File: src/rtl/sing_io_xcvr.sv
// sing_io_xcvr
// Half-duplex single-wire byte transceiver driving a pin tristate buffer.
// Frames are UART style: start bit (0), 8 data bits LSB first, stop bit (1).
//
// Ports:
//   clk, rst_n            system clock (rising edge), async active-low reset
//   tx_data/tx_valid      byte to send, accepted when tx_ready is high
//   tx_ready              idle, line high and out of reset
//   rx_data               last good received byte (held)
//   rx_valid              1-cycle pulse, rx_data updated
//   rx_frame_err          1-cycle pulse, stop bit sampled low
//   busy                  transceiver not idle
//   io_i / io_t           buffer data / tristate enable (io_t=1 releases pin)
//   io_o                  pad readback from the buffer
module sing_io_xcvr #(
  parameter int CLKS_PER_BIT = 868
) (
  input  logic       clk,
  input  logic       rst_n,
  input  logic [7:0] tx_data,
  input  logic       tx_valid,
  output logic       tx_ready,
  output logic [7:0] rx_data,
  output logic       rx_valid,
  output logic       rx_frame_err,
  output logic       busy,
  output logic       io_i,
  output logic       io_t,
  input  logic       io_o
);

  localparam int CW = $clog2(CLKS_PER_BIT);
  localparam logic [CW-1:0] CNT_LAST = CW'(CLKS_PER_BIT - 1);
  localparam logic [CW-1:0] CNT_MID  = CW'(CLKS_PER_BIT / 2 - 1);

  typedef enum logic [3:0] {
    IDLE, TX_START, TX_DATA, TX_STOP, TX_GUARD,
    RX_START, RX_DATA, RX_STOP, RX_WAIT_HIGH
  } state_t;

  state_t          state_reg, state_next;
  logic [CW-1:0]   cnt_reg, cnt_next;
  logic [2:0]      bit_reg, bit_next;
  logic [7:0]      tx_shift_reg, tx_shift_next;
  logic [7:0]      rx_shift_reg, rx_shift_next;
  logic [7:0]      rx_data_reg, rx_data_next;
  logic            rx_valid_reg, rx_valid_next;
  logic            rx_frame_err_reg, rx_frame_err_next;
  logic            io_i_reg, io_i_next;
  logic            io_t_reg, io_t_next;
  logic [1:0]      sync_reg;
  logic            s_d_reg;
  logic            run_reg;
  logic            s, fall, cnt_done;

  assign s        = sync_reg[1];
  assign fall     = s_d_reg & ~s;
  assign cnt_done = (cnt_reg == CNT_LAST);

  // run_reg keeps tx_ready low while reset is held and on the first edge
  // after release, so no byte is taken on the reset-release edge.
  assign tx_ready     = (state_reg == IDLE) & s & run_reg;
  assign busy         = (state_reg != IDLE);
  assign rx_data      = rx_data_reg;
  assign rx_valid     = rx_valid_reg;
  assign rx_frame_err = rx_frame_err_reg;
  assign io_i         = io_i_reg;
  assign io_t         = io_t_reg;

  always_comb begin
    state_next        = state_reg;
    cnt_next          = cnt_done ? '0 : cnt_reg + 1'b1;
    bit_next          = bit_reg;
    tx_shift_next     = tx_shift_reg;
    rx_shift_next     = rx_shift_reg;
    rx_data_next      = rx_data_reg;
    rx_valid_next     = 1'b0;
    rx_frame_err_next = 1'b0;

    case (state_reg)
      IDLE: begin
        cnt_next = '0;
        if (tx_valid && tx_ready) begin
          tx_shift_next = tx_data;
          state_next    = TX_START;
        end else if (fall) begin
          state_next = RX_START;
        end
      end
      TX_START: if (cnt_done) begin
        bit_next   = 3'd0;
        state_next = TX_DATA;
      end
      TX_DATA: if (cnt_done) begin
        tx_shift_next = {1'b0, tx_shift_reg[7:1]};
        bit_next      = bit_reg + 3'd1;
        if (bit_reg == 3'd7) state_next = TX_STOP;
      end
      TX_STOP:  if (cnt_done) state_next = TX_GUARD;
      TX_GUARD: if (cnt_done) state_next = IDLE;
      RX_START: if (cnt_reg == CNT_MID) begin
        // Mid start-bit check: a line already back high was a glitch.
        cnt_next   = '0;
        bit_next   = 3'd0;
        state_next = s ? IDLE : RX_DATA;
      end
      RX_DATA: if (cnt_done) begin
        rx_shift_next = {s, rx_shift_reg[7:1]};
        bit_next      = bit_reg + 3'd1;
        if (bit_reg == 3'd7) state_next = RX_STOP;
      end
      RX_STOP: if (cnt_done) begin
        if (s) begin
          rx_data_next  = rx_shift_reg;
          rx_valid_next = 1'b1;
          state_next    = IDLE;
        end else begin
          rx_frame_err_next = 1'b1;
          state_next        = RX_WAIT_HIGH;
        end
      end
      RX_WAIT_HIGH: begin
        cnt_next = '0;
        if (s) state_next = IDLE;
      end
      default: state_next = IDLE;
    endcase

    // Pin drive is registered from the next state so the pad sees clean
    // edges aligned to the state change.
    io_t_next = !(state_next inside {TX_START, TX_DATA, TX_STOP});
    if (state_next == TX_START)     io_i_next = 1'b0;
    else if (state_next == TX_DATA) io_i_next = tx_shift_next[0];
    else                            io_i_next = 1'b1;
  end

  always_ff @(posedge clk or negedge rst_n) begin
    if (!rst_n) begin
      state_reg        <= IDLE;
      cnt_reg          <= '0;
      bit_reg          <= '0;
      tx_shift_reg     <= '0;
      rx_shift_reg     <= '0;
      rx_data_reg      <= '0;
      rx_valid_reg     <= 1'b0;
      rx_frame_err_reg <= 1'b0;
      io_i_reg         <= 1'b1;
      io_t_reg         <= 1'b1;
      sync_reg         <= 2'b11;
      s_d_reg          <= 1'b1;
      run_reg          <= 1'b0;
    end else begin
      state_reg        <= state_next;
      cnt_reg          <= cnt_next;
      bit_reg          <= bit_next;
      tx_shift_reg     <= tx_shift_next;
      rx_shift_reg     <= rx_shift_next;
      rx_data_reg      <= rx_data_next;
      rx_valid_reg     <= rx_valid_next;
      rx_frame_err_reg <= rx_frame_err_next;
      io_i_reg         <= io_i_next;
      io_t_reg         <= io_t_next;
      sync_reg         <= {sync_reg[0], io_o};
      s_d_reg          <= s;
      run_reg          <= 1'b1;
    end
  end

endmodule

File: config.mk
export PLATFORM = sky130hd
export DESIGN_NAME = sing_io_xcvr
export DESIGN_NICKNAME = d
export VERILOG_FILES = /design/src/rtl/sing_io_xcvr.sv
export SDC_FILE = /design/constraint.sdc
export NUM_CORES = 1
export LEC_CHECK = 0
export ABC_AREA = 1
export BUFFER_PORTS_ARGS = -buffer_cell sky130_fd_sc_hd__clkbuf_2
export CAP_MARGIN = 20
export CORE_AREA = 10 10 86 88
export CTS_CLUSTER_DIAMETER = 100
export DETAILED_ROUTE_END_ITERATION = 10
export DIE_AREA = 0 0 96 98
export GPL_ROUTABILITY_DRIVEN = 0
export MAX_ROUTING_LAYER = met4
export SKIP_LAST_GASP = 1
export SYNTH_ARGS = -nofsm -noshare
export SYNTH_HDL_FRONTEND = slang
export SYNTH_SLANG_ARGS = --single-unit
File: constraint.sdc
create_clock -name clk -period 2.2 [get_ports clk]
set_input_delay 0.22 -clock clk [delete_from_list [all_inputs] [get_ports clk]]
set_output_delay 0.22 -clock clk [all_outputs]
set_load 0.02 [all_outputs]
==> impl_metrics.json <==
{
  "io_pins": 26,
  "synth.most_common_cell": "nand2_1",
  "min_from": "tx_data[7]",
  "r2r_start": "cnt_reg[0]",
  "yosys_warnings": 0,
  "cts_root_buffer": "clkbuf_8",
  "drc_errors": 0,
  "seqPwrFrac_pct": 56.8,
  "wl_per_cell_um": 11.6,
  "hold_buffers": 2,
  "regArea_mm2": 0.00123,
  "cts.repair.resized": 0,
  "nFillCells": 562,
  "r2r-end": "tx_shift_reg[5]",
  "cts_made_buffers": 5,
  "synth_area_mm2": 0.00250,
  "cp_max_fo": 6,
  "drt_iter0_markers": 85,
  "total_power_mw": 1.60,
  "internal-power_mw": 1.26,
  "power_density_mw_per_mm2": 560,
  "core_mm2": 0.00575,
  "fin_area_mm2": 0.00286,
  "tns_ns": 0,
  "die_y_um": 98,
  "largest_reg_flops": 10,
  "routed_wl_um": 4740,
  "max_freq_ghz": 0.590,
  "postRouteAntennaNets": 0,
  "yosysSeqAreaShare_pct": 49.3,
  "p_clk_share_pct": 40.9,
  "peakVddDrop_v": 0.000313,
  "detailroute.via_count": 1903,
  "die_area_mm2": 0.00941,
  "via_per_inst": 4.65,
  "async_flop_share_pct": 100,
  "crit_arrival_ns": 1.87,
  "fin_crit_sh_pct": 77.0,
  "cp_data_required_time_ns": 2.37,
  "grt_usage_pct": 11.3,
  "path_class": "flop to flop",
  "dr.pass1.iters": 4,
  "rr_worst_depth": 8,
  "ys_top_cells_by_count": "78 x nand2_1, 46 x inv_1, 44 x dfrtp_1",
  "clk_pin_slew_ns": 0.09,
  "synth.avg_cell_area_um2": 8.32,
  "grt_pass1_wl_um": 8350,
  "hold_path_depth": 3,
  "synth_top_cells_by_area": "dfrtp_1 44%, nand2_1 12%, inv_1 6.9%",
  "h-tree-depth": 2,
  "grt_overflow": 0,
  "cts_tree": "done",
  "reg2reg_slack_ns": 0.51,
  "yosysTopAreaCell": "dfrtp_1",
  "multi_input_area_mm2": 0.00105,
  "place.port_buffers": 25,
  "synth_edf_count": 0,
  "cts_setup_buffers": 0,
  "finalClockSkew_ns": 0.00539,
  "synthCells": 300,
  "combPwrFrac_pct": 2.3,
  "ys_ff_latch": 49,
  "period_needed_ns": 1.69,
  "synth_nets": 316,
  "hold_path.class": "input pin to flop",
  "hold_viol": 0,
  "yosysUniqueCellTypes": 31,
  "die_w_um": 96,
  "yosys.area.top_type_share_pct": 44.1,
  "clockBufferDepth": 2,
  "antenna_found_initial": 0,
  "net-switching-power_uw": 340,
  "worstSkewPairLatency_ns": 0.30,
  "grt_start_max_net_pins": 27,
  "grt_pass1_vias": 1824,
  "leakage_nw": 1.44,
  "drv_slew": 0,
  "status": "finished clean",
  "holdPathEnd": "tx_shift_reg[7]",
  "layout.nets": 349,
  "worstMarginPinSlew_ns": 0.681,
  "post_dp_cell_area_mm2": 0.00272,
  "hold_slack_ns": 0.120,
  "end_kind": "flop",
  "cts.sinks": 49,
  "swShare_pct": 21.3,
  "post-route-util_pct": 49.7,
  "maxSlewHeadroom_pct": 54.6,
  "rsz0062_at_grt": "no",
  "initial_core_util_pct": 43.5,
  "diodes": 0,
  "synth-main-ff-cell": "dfrtp_1",
  "synthToLayoutAreaGrowth_pct": 14.3,
  "drive_gt1_share_pct": 24.6,
  "final-setup-viol-count": 0,
  "start_kind": "flop",
  "cap_violations": 0,
  "rows": 28,
  "dp_hpwl_um": 3710
}
==> stage by stage <==
| stage | setup WS, ns | std cells |
|---|---|---|
| finish | 0.505 | 409 |
| global route | 0.303 | 409 |
| CTS | 0.481 | 409 |
| detailed placement | 0.500 | 399 |
| global placement | 0.557 | 399 |
| floorplan | 0.607 | 300 |
==> worst max-delay path: stages (launching register included) <==
cell      delay [ns]
dfrtp_1         0.41
ha_1            0.22
nand2_1         0.09
nor2_2          0.17
nand3_4         0.14
nor2_2          0.16
nor2_1          0.07
inv_1           0.15
o221ai_1        0.14
==> layer usage <==
layer	GRT usage (%)	wire [um]	vias to the layer above	share of wire [%]
li1	-	-	996	-
met4	4.88	44	0	0.93
met2	16.4	2280	34	48
met5	-	0	-	0
met1	13.9	2210	869	47
met3	3.52	213	4	4.5
==> power by group through the flow <==
stage	Combinational (mW)	Sequential [mW]	Clock, mW
4_1_cts	0.0387	0.909	0.683
2_1_floorplan	0.00236	0.926	0
3_5_place_dp	0.0358	0.927	0
6_report	0.0365	0.909	0.654
5_1_grt	0.0427	0.910	0.722
3_3_place_gp	0.0349	0.927	0
==> final cells by class <==
type / count / area share (%)
clock buffers: 5 / 2.41
clock inverters: 3 / 1.62
inverters: 53 / 6.97
multi-input cells: 196 / 36.8
flip-flops and latches: 49 / 43.2
well taps: 75 / 3.29
repair buffers: 28 / 5.78
==> kinds of logic after synthesis <==
kind of cell | after synthesis | share of synthesized area, %
buf+inv | 55 | 8.62
simple gates | 156 | 30.0
other cells | 1 | 0.150
flops | 49 | 49.3
fa+ha+maj | 4 | 2.00
compound gates | 32 | 8.87
xor+xnor | 3 | 1.05
==> worst max path at each step <==
stage / from / depth (start not counted) / endpoint / slack (ns)
final: cnt_reg[0] / 8 / tx_shift_reg[5] / 0.51
after global routing: cnt_reg[0] / 8 / tx_shift_reg[5] / 0.30
after CTS: cnt_reg[0] / 8 / tx_shift_reg[5] / 0.48
after detailed placement: cnt_reg[0] / 8 / tx_shift_reg[5] / 0.50
after global placement: cnt_reg[0] / 8 / rx_data[6] / 0.56
after floorplan: state_reg[0] / 8 / tx_shift_reg[2] / 0.61
==> layout by cell type, fill, tap and decap left out, types with 3 or more instances in the layout <==
master	netlist	routed
inv_2	6	6
inv_1	46	46
o221ai_1	5	5
nor2_2	12	12
o21ai_0	5	5
dfstp_2	5	5
nand3_1	10	10
clkbuf_2	0	25
nand3_2	4	4
nor3b_1	3	3
nand2_2	7	7
o21ai_1	9	9
dfrtp_1	44	44
ha_1	4	4
xor2_1	3	3
nor2_1	31	31
clkbuf_8	0	5
nand2_1	78	78
o21ai_2	7	7
Power figures use the tool's default switching activity.
